`src/rtl/round_robin_arbiter_4_pkg.sv`:
```
// Shared definitions for the four-way round-robin arbiter: requester count,
// hold counter width, FSM state encoding and a one-hot decode helper.
package round_robin_arbiter_4_pkg;

    localparam int N_REQ  = 4;
    localparam int HOLD_W = 8;

    typedef enum logic {
        ST_IDLE = 1'b0,
        ST_BUSY = 1'b1
    } arb_state_t;

    function automatic logic [N_REQ-1:0] onehot_of(input logic [1:0] idx);
        return 4'b0001 << idx;
    endfunction

endpackage

```
`src/rtl/round_robin_arbiter_4_pick.sv`:
```
// Rotating priority pick: the first asserted request at or after ptr
// (wrapping mod 4) wins. Purely combinational.
module rr_pick_4
    import round_robin_arbiter_4_pkg::*;
(
    input  logic [N_REQ-1:0] req,
    input  logic [1:0]       ptr,
    output logic             valid,
    output logic [1:0]       idx
);

    logic [2*N_REQ-1:0] doubled;
    logic [N_REQ-1:0]   rotated;
    logic [1:0]         offset;

    always_comb begin
        // Rotating right by ptr puts the highest-priority requester at bit 0.
        doubled = {req, req} >> ptr;
        rotated = doubled[N_REQ-1:0];
        valid   = 1'b0;
        offset  = 2'd0;
        for (int i = N_REQ - 1; i >= 0; i--) begin
            if (rotated[i]) begin
                valid  = 1'b1;
                offset = 2'(i);
            end
        end
        idx = ptr + offset;
    end

endmodule

```
`src/rtl/round_robin_arbiter_4.sv`:
```
// Four-way round-robin arbiter with registered one-hot grant, a bounded
// hold time per owner and a one-cycle preempt pulse on timeout.
module round_robin_arbiter_4
    import round_robin_arbiter_4_pkg::*;
#(
    parameter int unsigned MAX_HOLD = 8
) (
    input  logic             clk,
    input  logic             reset,
    input  logic [N_REQ-1:0] req,
    output logic [N_REQ-1:0] gnt,
    output logic [1:0]       gnt_id,
    output logic             gnt_valid,
    output logic             preempt
);

    localparam logic [HOLD_W-1:0] HOLD_LAST = HOLD_W'(MAX_HOLD - 1);

    arb_state_t        state_q,    state_d;
    logic [1:0]        ptr_q,      ptr_d;
    logic [HOLD_W-1:0] hold_cnt_q, hold_cnt_d;
    logic [N_REQ-1:0]  gnt_q,      gnt_d;
    logic [1:0]        gnt_id_q,   gnt_id_d;
    logic              preempt_q,  preempt_d;

    logic [N_REQ-1:0]  owner_mask;
    logic              owner_req;
    logic              timeout;
    logic              release_now;
    logic [1:0]        next_ptr;
    logic [N_REQ-1:0]  pick_req;
    logic [1:0]        pick_ptr;
    logic              pick_valid;
    logic [1:0]        pick_idx;

    always_comb begin
        owner_mask  = onehot_of(gnt_id_q);
        owner_req   = |(req & owner_mask);
        timeout     = (hold_cnt_q == HOLD_LAST);
        release_now = (state_q == ST_BUSY) && (!owner_req || timeout);
        next_ptr    = gnt_id_q + 2'd1;
        // While busy the pick only matters on release, where the outgoing
        // owner is masked so a timed-out hog cannot win its own handover.
        if (state_q == ST_BUSY) begin
            pick_req = req & ~owner_mask;
            pick_ptr = next_ptr;
        end else begin
            pick_req = req;
            pick_ptr = ptr_q;
        end
    end

    rr_pick_4 u_pick (
        .req   (pick_req),
        .ptr   (pick_ptr),
        .valid (pick_valid),
        .idx   (pick_idx)
    );

    always_comb begin
        state_d    = state_q;
        ptr_d      = ptr_q;
        hold_cnt_d = hold_cnt_q;
        gnt_d      = gnt_q;
        gnt_id_d   = gnt_id_q;
        preempt_d  = 1'b0;

        case (state_q)
            ST_IDLE: begin
                if (pick_valid) begin
                    state_d    = ST_BUSY;
                    gnt_d      = onehot_of(pick_idx);
                    gnt_id_d   = pick_idx;
                    hold_cnt_d = '0;
                end
            end

            ST_BUSY: begin
                if (release_now) begin
                    ptr_d      = next_ptr;
                    preempt_d  = timeout && owner_req;
                    hold_cnt_d = '0;
                    if (pick_valid) begin
                        gnt_d    = onehot_of(pick_idx);
                        gnt_id_d = pick_idx;
                    end else begin
                        state_d  = ST_IDLE;
                        gnt_d    = '0;
                        gnt_id_d = 2'd0;
                    end
                end else begin
                    hold_cnt_d = hold_cnt_q + 1'b1;
                end
            end

            default: begin
                state_d  = ST_IDLE;
                gnt_d    = '0;
                gnt_id_d = 2'd0;
            end
        endcase
    end

    always_ff @(posedge clk) begin
        if (reset) begin
            state_q    <= ST_IDLE;
            ptr_q      <= 2'd0;
            hold_cnt_q <= '0;
            gnt_q      <= '0;
            gnt_id_q   <= 2'd0;
            preempt_q  <= 1'b0;
        end else begin
            state_q    <= state_d;
            ptr_q      <= ptr_d;
            hold_cnt_q <= hold_cnt_d;
            gnt_q      <= gnt_d;
            gnt_id_q   <= gnt_id_d;
            preempt_q  <= preempt_d;
        end
    end

    assign gnt       = gnt_q;
    assign gnt_id    = gnt_id_q;
    assign gnt_valid = |gnt_q;
    assign preempt   = preempt_q;

endmodule

```
`config.mk`:
```
export PLATFORM = sky130hd
export DESIGN_NAME = round_robin_arbiter_4
export DESIGN_NICKNAME = d
export VERILOG_FILES = /design/src/rtl/round_robin_arbiter_4_pkg.sv /design/src/rtl/round_robin_arbiter_4_pick.sv /design/src/rtl/round_robin_arbiter_4.sv
export SDC_FILE = /design/constraint.sdc
export NUM_CORES = 1
export LEC_CHECK = 0
export BUFFER_PORTS_ARGS = -buffer_cell sky130_fd_sc_hd__buf_2
export CAP_MARGIN = 25
export CORE_AREA = 2 2 48 50
export CTS_BUF_LIST = sky130_fd_sc_hd__clkbuf_16
export CTS_CLUSTER_DIAMETER = 200
export CTS_CLUSTER_SIZE = 14
export DETAILED_ROUTE_END_ITERATION = 6
export DIE_AREA = 0 0 50 52
export PLACE_DENSITY = 0.75
export REMOVE_ABC_BUFFERS = 1
export SLEW_MARGIN = 20
export SYNTH_ARGS = -nofsm -noshare
export SYNTH_HDL_FRONTEND = slang
export SYNTH_HIERARCHICAL = 1
export SYNTH_SLANG_ARGS = --single-unit
```
`constraint.sdc`:
```
create_clock -name clk -period 8.6 [get_ports clk]
set_clock_uncertainty 0.05 [all_clocks]
set_input_delay 0.43 -clock clk [delete_from_list [all_inputs] [get_ports clk]]
set_output_delay 0.43 -clock clk [all_outputs]
set_load 0.005 [all_outputs]
```
==> qor.yml <==
yosys:
  netlist_area_um2: 1110
  yosys_warnings: 6
  seq_area_frac_synth_pct: 32.5
  syn_inst: 130
  ys_seq_elements: 18
  syn_avg_cell_area_um2: 8.52
  synth_cell_types: 42
global_route:
  antenna_found_initial: 0
  use_met2_pct: 37.1
  grt_remaining_overflow: 0
  grt_max_degree: 21
  grt.total_usage_pct: 20.6
  met1_usage_pct: 23.6
  first_global_vias: 935
  grt_pass1_wl_um: 4080
  top_usage_layer: "met2"
  use_met3_pct: 2.59
critical_path:
  crit_type: "reg2reg"
  crit_arrival_ns: 3.57
  worstSetupEndpointType: "register"
  critPathMaxFanout: 8
  critPathLaunchType: "register"
  worst_ep_required_time_ns: 8.73
sta:
  setup_viol: 0
  maxSlewHeadroom_pct: 38.8
  post-route-min-period_ns: 3.44
  fin_setup_tns_ns: 0
  report.final.slew_viol_count: 0
  tightest_slew_ns: 0.910
  clock.fmax_mhz: 291
  min_period_over_period_pct: 40.0
  layout_setup_ws_ns: 5.16
  hold_viol: 0
  rsz0062_at_grt: "false"
place:
  place_ws_ns: 5.25
  portBuffers: 13
  routabilityCongestion: 0.819
  hpwl_um: 1770
routing:
  viasPerCell: 6.00
  wl_um: 2450
  firstDrtPassIters: 4
  vias: 1020
  drtIter0Drc: 16
  ant_nets: 0
  routedWlPerCell_um: 14.4
  drc: 0
clock_network:
  h-tree-depth: 1
  clockRootBuffer: "clkbuf_16"
  cts_buffers: 3
  post_cts_buffers: 0
  cts_buffer_depth: 2
  clkSinkCount: 18
  ctsResizeCount: 0
  insertion_delay_ns: 0.25
  holdBufCountCts: 0
  cts_tree: "done"
  path_clk_slew_ns: 0.05
floorplanning:
  die_w_um: 50
  die_area_um2: 2600
  die-height_um: 52
  core_area_um2: 2110
  start_util_pct: 52.6
  ioPinCount: 14
  row_count: 17
finish:
  fin_nets: 156
  layout-drive-gt1-share_pct: 19.0
  n_antenna_cell: 0
  fill_cells: 199
  area_growth_pct: 14.3
hold_path:
  hold_class: "reg2reg"
pwr:
  power.leakage_nw: 0.491
  power_density_nw_per_um2: 267
  ir_drop_mv: 0.143
flow_run:
  cap_violations: 0
run_status:
  status: "finished clean"
[synth_stat cells]
library cell,number,area (um2)
nand2_1,8,30.0
or4b_1,1,10.0
mux2i_1,2,20.0
mux2_2,2,22.5
nand3_1,8,40.0
a21boi_0,4,30.0
inv_1,3,11.3
o21ai_4,1,16.3
o211ai_1,1,7.51
and2b_1,1,7.51
a22o_1,2,17.5
or4_1,2,15.0
o311ai_2,1,16.3
buf_2,1,5.00
a22oi_1,1,7.51
o21a_1,2,15.0
and3_1,1,6.26
o21ai_0,5,25.0
clkbuf_1,3,11.3
o221a_2,1,11.3
o22ai_1,1,6.26
nand2b_1,4,25.0
nor2b_1,2,12.5
and4bb_2,1,12.5
a211oi_1,1,7.51
or3_1,4,25.0
ha_1,6,75.1
and2_2,1,7.51
o32ai_1,2,17.5
nand3_2,1,10.0
dfxtp_1,18,360
nor2_2,1,6.26
xnor2_1,2,17.5
o211ai_2,1,12.5
and4_1,1,8.76
a31oi_1,4,25.0
a2bb2oi_1,1,8.76
nand4_1,2,12.5
nor3_1,6,30.0
mux2_4,1,15.0
a21oi_1,9,45.0
nor2_1,11,41.3
[cells by family after synthesis]
kind of cell    share of synthesized area (%)
simple gates                             27.1
compound gates                           24.3
flops                                    32.5
buf+inv                                  2.49
fa+ha+maj                                6.78
mux                                      5.20
xor+xnor                                 1.58
[through the flow]
| step | hold WS [ns] | instance area [um2] | cells | power (mW) | util, % |
|---|---|---|---|---|---|
| 2_1_floorplan | 0.409 | 1090 | 126 | 0.211 | - |
| 3_3_place_gp | 0.424 | 1190 | 167 | 0.241 | 56.6 |
| 3_5_place_dp | 0.433 | 1190 | 167 | 0.246 | 56.6 |
| 4_1_cts | 0.440 | 1270 | 170 | 0.338 | 60.1 |
| 5_1_grt | 0.477 | 1270 | 170 | 0.361 | 60.1 |
| 6_report | 0.443 | 1270 | 170 | 0.338 | 60.1 |
[layer usage]
metal | wire length [um] | vias up
met5 | 0 | -
li1 | - | 514
met1 | 1100 | 484
met3 | 60 | 5
met2 | 1250 | 17
met4 | 40 | 0
[power by group]
part           internal (mW)  switching (mW)  leakage (nW)
logic                 0.0613          0.0806         0.308
clock network         0.0611          0.0301        0.0370
registers             0.0952         0.00982         0.147
total                  0.218           0.121         0.491
[final timing paths]
check,slack [ns],cells past startpoint,start,end
max reg2reg,5.16,12,gnt_id[0],gnt[0]
max,5.16,12,gnt_id[0],gnt[0]
min,0.44,2,gnt[0],gnt[0]
min reg2reg,0.44,2,gnt[0],gnt[0]
[cell usage in the layout (no fill, tap or decap), drive strengths merged, types with 2 or more instances in the layout]
cell type / instances
dfxtp: 18
buf: 13
nor2: 12
a21oi: 9
nand3: 9
nand2: 8
nor3: 6
ha: 6
o21ai: 6
a21boi: 4
nand2b: 4
or3: 4
a31oi: 4
inv: 3
clkbuf: 3
mux2: 3
or4: 2
a22o: 2
o21a: 2
o32ai: 2
mux2i: 2
nand4: 2
nor2b: 2
xnor2: 2
o211ai: 2
[state kept, by name (all words and copies together), names as in the netlist]
register and cells:
state_q 1, hold_cnt_q 8, gnt 4, gnt_id 2, ptr_q 2, preempt 1
[critical path, stage by stage, from the launching register on]
cell and delay, ns:
dfxtp_1 0.40, inv_1 0.12, ha_1 0.22, a21boi_0 0.73
nor2b_1 0.19, a21oi_1 0.17, o22ai_1 0.09, o21a_1 0.21
ha_1 0.18, xnor2_1 0.18, xnor2_1 0.15, or4b_1 0.53
a21oi_1 0.15
[cell type report]
type / instances / area, um2 / share of cell area [%]
Tap cell: 28 / 35.0 / 2.77
Clock buffer: 3 / 75.1 / 5.93
Timing Repair Buffer: 13 / 65.1 / 5.14
Sequential cell: 18 / 360 / 28.5
Multi-Input combinational cell: 105 / 719 / 56.8
Inverter: 3 / 11.3 / 0.889
(Power assumes the default switching activity.)
